File: src/rtl/cci_pkg.sv
// rtl/cci_pkg.sv - shared types and constants for the CCI write sequencer
package cci_pkg;

  typedef enum logic [3:0] {
    IDLE, FETCH, WAIT1, START, BYTE, STOP, GAP, STEP, DONE, ERR
  } cci_state_e;

  localparam logic CCI_WRITE_BIT   = 1'b0;
  localparam int   BITS_PER_BYTE   = 9;
  localparam int   BYTES_PER_WRITE = 4;
  localparam int   STEP_SETTLE     = 2;

  // Last quarter index of each bus phase; the bit timer wraps after it.
  localparam logic [1:0] Q_LAST_START = 2'd1;
  localparam logic [1:0] Q_LAST_BYTE  = 2'd3;
  localparam logic [1:0] Q_LAST_STOP  = 2'd2;

endpackage

File: src/rtl/cci_bit_timer.sv
// rtl/cci_bit_timer.sv - quarter-SCL-period tick generator with wrapping quarter index
module cci_bit_timer #(
  parameter int QUARTER_DIV = 250
) (
  input  logic       clk,
  input  logic       rst_n,
  input  logic       en_i,
  input  logic [1:0] last_q_i,
  output logic       qtick_o,
  output logic [1:0] quarter_o
);

  localparam int CW = (QUARTER_DIV > 2) ? $clog2(QUARTER_DIV) : 1;
  localparam logic [CW-1:0] CNT_MAX = CW'(QUARTER_DIV - 1);

  logic [CW-1:0] cnt_q, cnt_d;
  logic [1:0]    q_q, q_d;

  always_comb begin
    qtick_o = en_i && (cnt_q == CNT_MAX);
    cnt_d   = cnt_q;
    q_d     = q_q;
    if (!en_i) begin
      cnt_d = '0;
      q_d   = '0;
    end else if (qtick_o) begin
      cnt_d = '0;
      q_d   = (q_q == last_q_i) ? 2'd0 : q_q + 2'd1;
    end else begin
      cnt_d = cnt_q + CW'(1);
    end
  end

  always_ff @(posedge clk) begin
    if (!rst_n) begin
      cnt_q <= '0;
      q_q   <= '0;
    end else begin
      cnt_q <= cnt_d;
      q_q   <= q_d;
    end
  end

  assign quarter_o = q_q;

endmodule

File: src/rtl/cci_write_sequencer.sv
// rtl/cci_write_sequencer.sv - walks the init table issuing one CCI write per entry; CCI_NACK_RETRY_EN enables NACK retries
module cci_write_sequencer
  import cci_pkg::*;
#(
  parameter int         QUARTER_DIV = 250,
  parameter logic [6:0] DEV_ADDR    = 7'h10,
  parameter int         GAP_CYCLES  = 1000,
  parameter int         MAX_RETRY   = 3
) (
  input  logic        clk,
  input  logic        rst_n,
  input  logic        start,
  output logic        run_init,
  output logic        read_enable,
  output logic        step_increment,
  input  logic [15:0] current_address_in,
  input  logic [7:0]  current_data_in,
  input  logic        complete_in,
  output logic        scl_oe,
  output logic        sda_oe,
  input  logic        sda_i,
  output logic        busy,
  output logic        done,
  output logic        error,
  output logic [7:0]  nack_count
);

  localparam int GW = ($clog2(GAP_CYCLES + 1) > 2) ? $clog2(GAP_CYCLES + 1) : 2;
  localparam logic [GW-1:0] GAP_LAST  = GW'(GAP_CYCLES - 1);
  localparam logic [GW-1:0] STEP_LAST = GW'(STEP_SETTLE);
  localparam logic [3:0]    LAST_POS  = 4'(BITS_PER_BYTE - 1);
  localparam logic [1:0]    LAST_BYTE = 2'(BYTES_PER_WRITE - 1);

  cci_state_e     state_q, state_d;
  logic [31:0]    shift_q, shift_d;
  logic [3:0]     pos_q, pos_d;
  logic [1:0]     byte_q, byte_d;
  logic           nack_q, nack_d;
  logic [GW-1:0]  wait_q, wait_d;
  logic           busy_q, busy_d, run_q, run_d, done_q, done_d, err_q, err_d;
  logic [7:0]     nack_cnt_q, nack_cnt_d;

  logic           tmr_en, qtick;
  logic [1:0]     tmr_last, quarter;

`ifdef CCI_NACK_RETRY_EN
  localparam int RW = (MAX_RETRY > 1) ? $clog2(MAX_RETRY + 1) : 1;
  logic [RW-1:0]  retry_q, retry_d;
`else
  localparam int unused_max_retry = MAX_RETRY;
`endif

  cci_bit_timer #(.QUARTER_DIV(QUARTER_DIV)) u_timer (
    .clk       (clk),
    .rst_n     (rst_n),
    .en_i      (tmr_en),
    .last_q_i  (tmr_last),
    .qtick_o   (qtick),
    .quarter_o (quarter)
  );

  always_comb begin
    state_d        = state_q;
    shift_d        = shift_q;
    pos_d          = pos_q;
    byte_d         = byte_q;
    nack_d         = nack_q;
    wait_d         = '0;
    busy_d         = busy_q;
    run_d          = run_q;
    done_d         = done_q;
    err_d          = err_q;
    nack_cnt_d     = nack_cnt_q;
    read_enable    = 1'b0;
    step_increment = 1'b0;
    scl_oe         = 1'b0;
    sda_oe         = 1'b0;
    tmr_en         = 1'b0;
    tmr_last       = Q_LAST_BYTE;
`ifdef CCI_NACK_RETRY_EN
    retry_d        = retry_q;
`endif
    case (state_q)
      IDLE: if (start) begin
        busy_d  = 1'b1;
        run_d   = 1'b1;
        done_d  = 1'b0;
        err_d   = 1'b0;
`ifdef CCI_NACK_RETRY_EN
        retry_d = '0;
`endif
        state_d = FETCH;
      end
      FETCH: begin
        read_enable = 1'b1;
        state_d     = WAIT1;
      end
      WAIT1: begin
        shift_d = {DEV_ADDR, CCI_WRITE_BIT, current_address_in, current_data_in};
        pos_d   = '0;
        byte_d  = '0;
        nack_d  = 1'b0;
        state_d = complete_in ? DONE : START;
      end
      START: begin
        tmr_en   = 1'b1;
        tmr_last = Q_LAST_START;
        sda_oe   = (quarter == 2'd1);
        if (qtick && quarter == Q_LAST_START) state_d = BYTE;
      end
      BYTE: begin
        tmr_en = 1'b1;
        scl_oe = (quarter == 2'd0) || (quarter == 2'd3);
        sda_oe = (pos_q != LAST_POS) && !shift_q[31];
        if (qtick && quarter == 2'd2 && pos_q == LAST_POS && sda_i) begin
          nack_d = 1'b1;
          if (nack_cnt_q != 8'hFF) nack_cnt_d = nack_cnt_q + 8'd1;
        end
        if (qtick && quarter == 2'd3) begin
          if (pos_q == LAST_POS) begin
            pos_d  = '0;
            byte_d = byte_q + 2'd1;
            if (nack_q || byte_q == LAST_BYTE) state_d = STOP;
          end else begin
            pos_d   = pos_q + 4'd1;
            shift_d = {shift_q[30:0], 1'b0};
          end
        end
      end
      STOP: begin
        tmr_en   = 1'b1;
        tmr_last = Q_LAST_STOP;
        scl_oe   = (quarter == 2'd0);
        sda_oe   = (quarter != 2'd2);
        if (qtick && quarter == Q_LAST_STOP) begin
`ifdef CCI_NACK_RETRY_EN
          state_d = GAP;
`else
          state_d = nack_q ? ERR : GAP;
`endif
        end
      end
      GAP: begin
        wait_d = wait_q + GW'(1);
        if (wait_q == GAP_LAST) begin
          wait_d  = '0;
          state_d = STEP;
`ifdef CCI_NACK_RETRY_EN
          if (!nack_q) begin
            retry_d = '0;
          end else if (retry_q == RW'(MAX_RETRY)) begin
            state_d = ERR;
          end else begin
            retry_d = retry_q + RW'(1);
            state_d = FETCH;
          end
`endif
        end
      end
      // Pulse first, then let the table's complete flag settle before re-reading.
      STEP: begin
        step_increment = (wait_q == '0);
        wait_d         = wait_q + GW'(1);
        if (wait_q == STEP_LAST) begin
          wait_d  = '0;
          state_d = FETCH;
        end
      end
      DONE: begin
        done_d  = 1'b1;
        busy_d  = 1'b0;
        run_d   = 1'b0;
        state_d = IDLE;
      end
      ERR: begin
        err_d   = 1'b1;
        busy_d  = 1'b0;
        run_d   = 1'b0;
        state_d = IDLE;
      end
      default: state_d = IDLE;
    endcase
  end

  always_ff @(posedge clk) begin
    if (!rst_n) begin
      state_q    <= IDLE;
      shift_q    <= '0;
      pos_q      <= '0;
      byte_q     <= '0;
      nack_q     <= 1'b0;
      wait_q     <= '0;
      busy_q     <= 1'b0;
      run_q      <= 1'b0;
      done_q     <= 1'b0;
      err_q      <= 1'b0;
      nack_cnt_q <= '0;
    end else begin
      state_q    <= state_d;
      shift_q    <= shift_d;
      pos_q      <= pos_d;
      byte_q     <= byte_d;
      nack_q     <= nack_d;
      wait_q     <= wait_d;
      busy_q     <= busy_d;
      run_q      <= run_d;
      done_q     <= done_d;
      err_q      <= err_d;
      nack_cnt_q <= nack_cnt_d;
    end
  end

`ifdef CCI_NACK_RETRY_EN
  always_ff @(posedge clk) begin
    if (!rst_n) retry_q <= '0;
    else        retry_q <= retry_d;
  end
`endif

  assign busy       = busy_q;
  assign run_init   = run_q;
  assign done       = done_q;
  assign error      = err_q;
  assign nack_count = nack_cnt_q;

endmodule

File: config.mk
export PLATFORM = sky130hd
export DESIGN_NAME = cci_write_sequencer
export DESIGN_NICKNAME = d
export VERILOG_FILES = /design/src/rtl/cci_pkg.sv /design/src/rtl/cci_bit_timer.sv /design/src/rtl/cci_write_sequencer.sv
export SDC_FILE = /design/constraint.sdc
export NUM_CORES = 1
export LEC_CHECK = 0
export CAP_MARGIN = 30
export CORE_UTILIZATION = 50
export DETAILED_ROUTE_END_ITERATION = 8
export PLACE_DENSITY = 0.76
export SYNTH_ARGS = -nofsm -noshare
export SYNTH_HDL_FRONTEND = slang
export SYNTH_SLANG_ARGS = --single-unit
File: constraint.sdc
create_clock -name clk -period 2 [get_ports clk]
set_clock_uncertainty 0.1 [all_clocks]
set_input_delay 0.4 -clock clk [delete_from_list [all_inputs] [get_ports clk]]
set_output_delay 0.4 -clock clk [all_outputs]
set_load 0.05 [all_outputs]
==> flow_summary.yaml, run 1 <==
run_status:
  status: "finished with violations"
  violations: "negative setup slack"
floorplanning:
  rows: 30
  coreArea_um2: 6832
  die_y_um: 86.42
  dieArea_um2: 7468
  start_util_pct: 52.16
  ios: 45
  die_w_um: 86.42
grt:
  grt_pass1_wl_um: 14470
  grt_pass1_vias: 3214
  grt.total_usage_pct: 24.53
  grt_max_degree: 48
  globalRouteOverflowTotal: 0
  antenna_found_initial: 0
clocking:
  cts_hold_buf: 0
  path_clk_slew_ns: 0.09
  cts-root-buf: "clkbuf_8"
  htree_levels: 3
  clk_latency_ns: 0.35
  cts_buffers: 9
  clock_sinks: 74
  clk_path_buf_depth: 2
  cts_tree: "done"
placement:
  io_buffers: 44
  gp_congestion: 0.8241
  dpl_cell_area_um2: 4324
  dp_hpwl_um: 5386
  place_ws_ns: -0.06128
route:
  drc_errors: 0
  vias: 3445
  routed_via_density: 5.574
  drtAntennaViolNets: 0
  post_drt_wl_per_cell_um: 15.50
  drt_iter0_markers: 237
  drt-total-wl_um: 9578
  drt_first_pass_iters: 5
synthesis:
  synth_cell_types: 53
  synthesis.area_um2: 3563
  synth-seq-cells: 74
  syn_nets: 468
  netlist.area_leader.share_pct: 41.57
  synth_most_common_cell: "dfxtp_1"
  synth_common_cells: "74 x dfxtp_1, 66 x nand2_1, 64 x nor2_1"
  synth_area_leaders: "dfxtp_1 42%, nand2_1 7.0%, nor2_1 6.7%"
  synth_edf_count: 0
  ys_async_sr_fraction_pct: 0
  synth.avg_cell_area_um2: 8.365
  synth_top_flop_cell: "dfxtp_1"
  synth_top_area_cell: "dfxtp_1"
  syn_inst: 426
  seq_area_frac_synth_pct: 41.57
  yosys_warnings: 0
timing:
  fin_ws_ns: -0.2195
  finalCritPeriodShare_pct: 111.0
  drv_slew: 0
  finalHoldViolations: 0
  worstMarginPinSlew_ns: 0.7304
  rsz0062_at_grt: "true"
  slew_headroom_pct: 50.05
  setup_viol: 28
  final.setup.tns_ns: -1.749
  max_freq_ghz: 0.4505
  min_period_ns: 2.220
worst_setup_path:
  path_class: "reg2out"
  critPathLaunch: "state_q[1]"
  cp-start-kind: "flip-flop"
  critical_path.max_fanout: 8
  r2r-start: "state_q[0]"
  arrival_ns: 1.72
  required_ns: 1.50
  reg2reg_to: "nack_count[6]"
  endpoint: "scl_oe"
  rrSetupSlack_ns: -0.18
  end_kind: "output port"
  r2r_cells: 6
layout:
  fill_cells: 480
  drive_gt1_share_pct: 30.27
  antenna_cells: 0
  fin_nets: 559
  final_cell_area_um2: 5080
  area_delta_synth_final_pct: 42.56
pwr:
  power_density_nw_per_um2: 939.8
  peakVddDrop_v: 0.0006736
  fin_total_pwr_mw: 4.774
  p_leak_nw: 1.906
min_path:
  hold_class: "reg2reg"
job:
  maxCapViolCount: 0
[routing by layer]
metal | global-route usage [%] | wire length, µm | share of wire [%]
met1 | 29.66 | 4304 | 45
met2 | 42.42 | 4874 | 51
met3 | 5.333 | 274 | 2.9
met4 | 9.848 | 125 | 1.3
met5 | 0 | 0 | 0
[per-stage QoR]
stage | hold slack [ns] | instances | utilization, %
floorplan | 0.3334 | 426 | -
global route | 0.3964 | 618 | 74.36
finish | 0.3669 | 618 | 74.36
CTS | 0.3815 | 604 | 69.23
detailed placement | 0.3697 | 575 | 63.30
global placement | 0.3598 | 575 | 63.30
[cell usage in the layout, fill, tap and decap left out, types with 6 or more instances in the layout]
cell	instances
dfxtp_2	10
a311oi_1	19
xor2_1	10
inv_1	15
or3_4	6
buf_6	12
buf_4	55
o21ai_0	10
nand2_1	66
dfxtp_1	64
mux2i_1	6
clkbuf_8	9
ha_1	12
xnor2_1	10
nor2_2	6
a22oi_1	9
nor2_1	58
clkdlybuf4s50_1	28
a21oi_1	8
nand3_1	10
and3_1	6
[timing repair]
| action | CTS | global route |
|---|---|---|
| pin swaps | 8 | 36 |
| setup buffers | 12 | 11 |
| resized for setup | 25 | 49 |
| cloned | 1 | 6 |
| endpoints found under the setup margin | 27 | 55 |
[state kept, by name (all words and copies together) (netlist names)]
name	flops
u_timer.cnt_q	8
shift_q	32
nack_q	1
state_q	4
done	1
run_init	1
error	1
nack_count	8
wait_q	10
pos_q	4
byte_q	2
u_timer.quarter_o	2
[worst max-delay path, stage by stage, from the launching register on]
cell	delay, ns
dfxtp_2	0.34
buf_4	0.15
nand2b_4	0.15
nor3b_2	0.21
buf_4	0.18
nand2_1	0.10
o21ai_4	0.09
buf_12	0.15
[worst min-delay path by stage]
stage,from,end,slack [ns],depth (start not counted)
after detailed placement,shift_q[14],shift_q[15],0.37,2
after floorplan,u_timer.cnt_q[0],u_timer.cnt_q[0],0.33,1
after global routing,wait_q[0],wait_q[0],0.40,1
final,wait_q[0],wait_q[0],0.37,1
after global placement,shift_q[6],shift_q[7],0.36,2
after CTS,shift_q[14],shift_q[15],0.38,2
[power by group]
group | switching, mW | internal, mW
Combinational | 0.871 | 0.886
Clock | 0.603 | 0.585
Sequential | 0.131 | 1.70
[final cells by class]
cell class | count | area (µm²) | share of cell area [%]
multi-input combinational | 310 | 2145 | 42.22
clock inverter | 7 | 76.32 | 1.502
clock buffer | 9 | 123.9 | 2.438
timing repair buffer | 106 | 1061 | 20.89
tap | 96 | 120.1 | 2.365
inverter | 16 | 60.06 | 1.182
sequential | 74 | 1494 | 29.41
[logic make-up after synthesis]
| logic type | after synthesis | synth area share [%] |
|---|---|---|
| and+or+nand+nor | 191 | 25.91 |
| AOI/OAI and AO/OA | 78 | 15.70 |
| DFF | 74 | 41.57 |
| muxes | 7 | 2.001 |
| xor gates and xnor gates | 20 | 4.916 |
| buffers and inverters | 43 | 5.337 |
| adders and majority gates | 13 | 4.565 |
Power figures use the tool's default switching activity.
==> run 2, diff against run 1 <==
- CORE_MARGIN: not set -> 4
- CTS_BUF_LIST: not set -> sky130_fd_sc_hd__clkbuf_16
==> run 2 against run 1 <==
  * The flow still finishes with violations (negative setup slack)
  * Die area grew 14%
  * Combinational power shrank 2%
  * Global-route usage shrank 3.1 points
  * Wire length shrank 1.4%
  * Count of clock-buffer cells in the layout is the same
  * Register-to-register slack gained 0.08 ns
  * Cell area shrank 1.0%
  * Clock power grew 15%
  * Cell count shrank 1.3%
  * Non-clock buffer count shrank 5
  * Critical endpoint is now sda_oe
==> flow_summary.yaml, run 2 (same netlist as run 1, synthesis figures left out) <==
timing:
  hold-worst-slack_ns: 0.3780
  fin_ws_ns: -0.1476
  max_freq_ghz: 0.4656
  setup_viol: 20
  drv_slew: 0
  worstMarginPinSlew_ns: 0.5566
  min_period_ns: 2.148
  rsz0062_at_grt: "true"
  finalCritPeriodShare_pct: 107.4
  slew_headroom_pct: 62.90
  finalHoldViolations: 0
clocking:
  clk_latency_ns: 0.32
  path_clk_slew_ns: 0.06
  cts_buffers: 9
  cts-root-buf: "clkbuf_16"
  clk_path_buf_depth: 2
  htree_levels: 3
  clock_sinks: 74
  cts_tree: "done"
worst_setup_path:
  rrSetupSlack_ns: -0.10
  critical_path.max_fanout: 5
  required_ns: 1.50
  r2r-start: "state_q[1]"
  path_class: "reg2out"
  reg2reg_to: "shift_q[20]"
  endpoint: "sda_oe"
  arrival_ns: 1.65
  r2r_cells: 9
  end_kind: "output port"
  critPathLaunch: "state_q[1]"
  cp-start-kind: "flip-flop"
pwr:
  fin_total_pwr_mw: 4.936
  power_density_nw_per_um2: 981.8
  peakVddDrop_v: 0.0007058
  p_leak_nw: 1.898
placement:
  gp_congestion: 0.8170
  dp_hpwl_um: 5357
  io_buffers: 44
grt:
  globalRouteOverflowTotal: 0
  grt_pass1_vias: 3305
  grt.total_usage_pct: 21.44
  antenna_found_initial: 0
  grt_pass1_wl_um: 14950
  grt_max_degree: 48
floorplanning:
  dieArea_um2: 8541
  start_util_pct: 51.88
  ios: 45
  rows: 30
  die_w_um: 92.42
  die_y_um: 92.42
  coreArea_um2: 6869
layout:
  antenna_cells: 0
  largest_reg_flops: 32
  layout_commonest_cell: "dfxtp_1"
  largestRegisters: "shift_q x32, wait_q x10"
  layout_common_cells: "67 x dfxtp_1, 65 x nand2_1, 59 x nor2_1, 56 x buf_4, 28 x clkdlybuf4s50_1"
  fin_nets: 553
  drive_gt1_share_pct: 26.85
  area_delta_synth_final_pct: 41.08
  top_register: "shift_q"
run_status:
  status: "finished with violations"
  violations: "negative setup slack"
route:
  drt-total-wl_um: 9448
  post_drt_wl_per_cell_um: 15.49
  drt_first_pass_iters: 4
  drc_errors: 0
  drtAntennaViolNets: 0
  drt_iter0_markers: 207
  routed_via_density: 5.515
  vias: 3364
min_path:
  whs_path_depth: 2
  hold_class: "reg2reg"
job:
  maxCapViolCount: 0
## run 2: metrics by stage
stage | utilization (%) | TNS, ns | std cells | setup WS, ns | instance area [µm²]
final | 73.19 | -0.7180 | 610 | -0.1476 | 5027
after global routing | 73.19 | -3.344 | 610 | -0.2123 | 5027
after CTS | 71.02 | -0.2680 | 601 | -0.1217 | 4878
after detailed placement | 62.40 | -1.392 | 570 | -0.1006 | 4287
after global placement | 62.40 | -0.1499 | 570 | -0.04847 | 4287
after floorplan | - | -0.2699 | 426 | -0.1073 | 3612
## run 2: area by class of cell
type / count / area [µm²]
clock inverter: 5 / 25.02
timing repair buffer: 101 / 983.4
fill: 480 / 1842
sequential: 74 / 1490
tap: 96 / 120.1
multi-input combinational: 309 / 2123
inverter: 16 / 60.06
clock buffer: 9 / 225.2
## run 2: critical path, stage by stage (launching register included)
cell and delay (ns):
dfxtp_2 0.33, buf_6 0.13, nor4b_4 0.32, and2_4 0.20
inv_2 0.04, o21ai_4 0.15, buf_12 0.15
## run 2: power by group
group          internal, mW  leakage (nW)  total, mW  switching (mW)
logic                 0.853          1.17       1.72           0.871
registers              1.70         0.602       1.84           0.137
clock network         0.811         0.126       1.37           0.564
total                  3.36          1.90       4.94            1.57
## run 2: layer usage
layer	share of wire [%]	wire [µm]	vias up	GRT usage, %
met5	0	0	-	0
met4	1.4	134	0	7.797
met3	4.0	378	16	5.605
met2	51	4819	75	37.04
met1	44	4115	1620	25.52
li1	-	-	1653	-
## run 2: worst min path at each step
stage,endpoint,start,slack [ns]
after global routing,shift_q[18],shift_q[17],0.41
after global placement,shift_q[14],shift_q[13],0.36
after CTS,shift_q[11],shift_q[10],0.38
after floorplan,u_timer.cnt_q[0],u_timer.cnt_q[0],0.33
final,shift_q[13],shift_q[12],0.38
after detailed placement,shift_q[11],shift_q[10],0.37
## run 2: repair_timing
action / in CTS / in global routing
setup buffers: 15 / 10
endpoints found under the setup margin: 32 / 56
resized for setup: 36 / 24
pin swaps: 12 / 15
hold endpoints to repair: 0 / 0
hold buffers: 0 / 0
gates cloned: 2 / 1
==> run 3, diff against run 2 <==
- CORE_MARGIN: 4 -> 2
==> run 3 against run 2 <==
  * The flow still finishes with violations (negative setup slack)
  * Die area decreased by 8.5%
  * Count of clock-buffer cells in the layout stayed put
  * Fmax up 0.66%
  * Register-to-register slack lost 0.03 ns
  * First-iteration DRC count shrank 24%
  * Core utilization grew 0.95 points
  * Global-route usage is 0.54 points lower
  * Critical endpoint is now scl_oe
  * Largest cell class unchanged
==> flow_summary.yaml, run 3 (same netlist as run 1, synthesis figures left out) <==
run_status:
  status: "finished with violations"
  violations: "negative setup slack"
route:
  vias: 3341
  drtAntennaViolNets: 0
  drc_errors: 0
  drt_iter0_markers: 158
  post_drt_wl_per_cell_um: 15.13
  drt-total-wl_um: 9185
  drt_first_pass_iters: 5
  routed_via_density: 5.504
min_path:
  holdPathEnd: "u_timer.cnt_q[0]"
  worstHoldStart: "u_timer.cnt_q[0]"
  whs_path_depth: 1
  hold_class: "reg2reg"
pwr:
  intPower_mw: 3.526
  combPwrFrac_pct: 34.2
  p_sw_share_pct: 31.67
  p_leak_nw: 1.895
  power_density_nw_per_um2: 1019
  seq_power_share_pct: 35.5
  peakVddDrop_v: 0.0007407
  switchingPower_mw: 1.634
  fin_total_pwr_mw: 5.160
  pwr-share-clk_pct: 30.2
placement:
  gp_congestion: 0.9082
  place_ws_ns: -0.08173
  dp_hpwl_um: 5363
  io_buffers: 44
timing:
  worstMarginPinSlew_ns: 0.5730
  final.setup.tns_ns: -0.8345
  finalHoldViolations: 0
  hold-worst-slack_ns: 0.3332
  finalCritPeriodShare_pct: 106.7
  fin_ws_ns: -0.1336
  drv_slew: 0
  rsz0062_at_grt: "true"
  min_period_ns: 2.134
  setup_viol: 20
  max_freq_ghz: 0.4687
  slew_headroom_pct: 61.80
floorplanning:
  die_y_um: 88.42
  rows: 30
  start_util_pct: 52.16
  ios: 45
  die_w_um: 88.42
  coreArea_um2: 6832
  dieArea_um2: 7818
grt:
  globalRouteOverflowTotal: 0
  grt.total_usage_pct: 20.90
  antenna_found_initial: 0
  grt_pass1_wl_um: 12960
  grt_max_degree: 48
  grt_pass1_vias: 2938
layout:
  antenna_cells: 0
  utilization_pct: 74.14
  fin_nets: 548
  largest_reg_flops: 32
  drive_gt1_share_pct: 26.22
  layout_common_cells: "66 x nand2_1, 66 x dfxtp_1, 63 x nor2_1, 47 x buf_4, 28 x clkdlybuf4s50_1"
  largestRegisters: "shift_q x32, wait_q x10"
  area_delta_synth_final_pct: 42.13
  top_register: "shift_q"
worst_setup_path:
  reg2reg_to: "nack_count[6]"
  end_kind: "output port"
  crit_cells: 4
  arrival_ns: 1.63
  slowest_stage: "or4b_4"
  critical_path.max_fanout: 2
  r2r-start: "state_q[0]"
  r2r_cells: 6
  max_stage_delay_ns: 0.57
  required_ns: 1.50
  rrSetupSlack_ns: -0.13
  crit_family: "simple AND/OR/NAND/NOR gates"
  cp_num_buf_inv: 2
  path_cells: "or4b_4 > buf_6 > o21ai_4 > buf_12"
  path_class: "reg2out"
  cp-start-kind: "flip-flop"
job:
  maxCapViolCount: 0
clocking:
  cts_hold_buf: 0
  cts_tree: "done"
  cts_buffers: 9
  cts-root-buf: "clkbuf_16"
  path_clk_slew_ns: 0.05
  clk_path_buf_depth: 2
  clk_latency_ns: 0.33
  htree_levels: 3
  clock_sinks: 74
==> run 3: cell count changes in the layout (fill, tap and decap cells not counted), sizes merged <==
cell	delta
buf	-8
clkbuf	+3
bufinv	+1
clkinv	+1
==> run 3: worst max-delay path by stage <==
stage | from | end | slack [ns]
floorplan | state_q[0] | nack_count[6] | -0.11
global placement | sda_i | nack_count[6] | -0.004
detailed placement | sda_i | nack_count[6] | -0.08
CTS | state_q[0] | scl_oe | -0.14
global route | state_q[3] | nack_count[6] | -0.18
finish | state_q[0] | scl_oe | -0.13
==> run 3: through the flow <==
step / cells / area, µm²
5_1_grt: 607 / 5065
3_3_place_gp: 576 / 4332
4_1_cts: 598 / 4718
3_5_place_dp: 576 / 4332
2_1_floorplan: 426 / 3612
6_report: 607 / 5065
==> run 3: cell type report <==
class | instances | area, µm²
clock inverters | 7 | 61.31
clock buffers | 9 | 225.2
inverters | 16 | 60.06
repair buffers | 96 | 972.2
flip-flops and latches | 74 | 1491
well taps | 96 | 120.1
multi-input cells | 309 | 2135
fillers | 498 | 1767
==> run 3: what timing repair did <==
item                       4_1_cts  5_1_grt
setup buffers                    6        4
pin swaps                       10       18
setup endpoints to repair        8       48
cloned                           0        7
resized for setup               18       43
==> run 3: per-layer routing <==
| layer | vias up | routed length, µm | global-route usage (%) |
|---|---|---|---|
| li1 | 1650 | - | - |
| met1 | 1575 | 4107 | 26.12 |
| met3 | 14 | 450 | 5.410 |
| met2 | 102 | 4524 | 35.20 |
| met5 | - | 0 | 0 |
| met4 | 0 | 102 | 7.025 |
==> run 3: power by group through the flow <==
stage | logic [mW] | registers (mW) | clock network, mW
6_report | 1.77 | 1.83 | 1.56
5_1_grt | 1.88 | 1.86 | 1.64
4_1_cts | 1.32 | 1.82 | 1.57
3_5_place_dp | 1.27 | 1.84 | 0
3_3_place_gp | 1.24 | 1.83 | 0
2_1_floorplan | 0.871 | 1.85 | 0
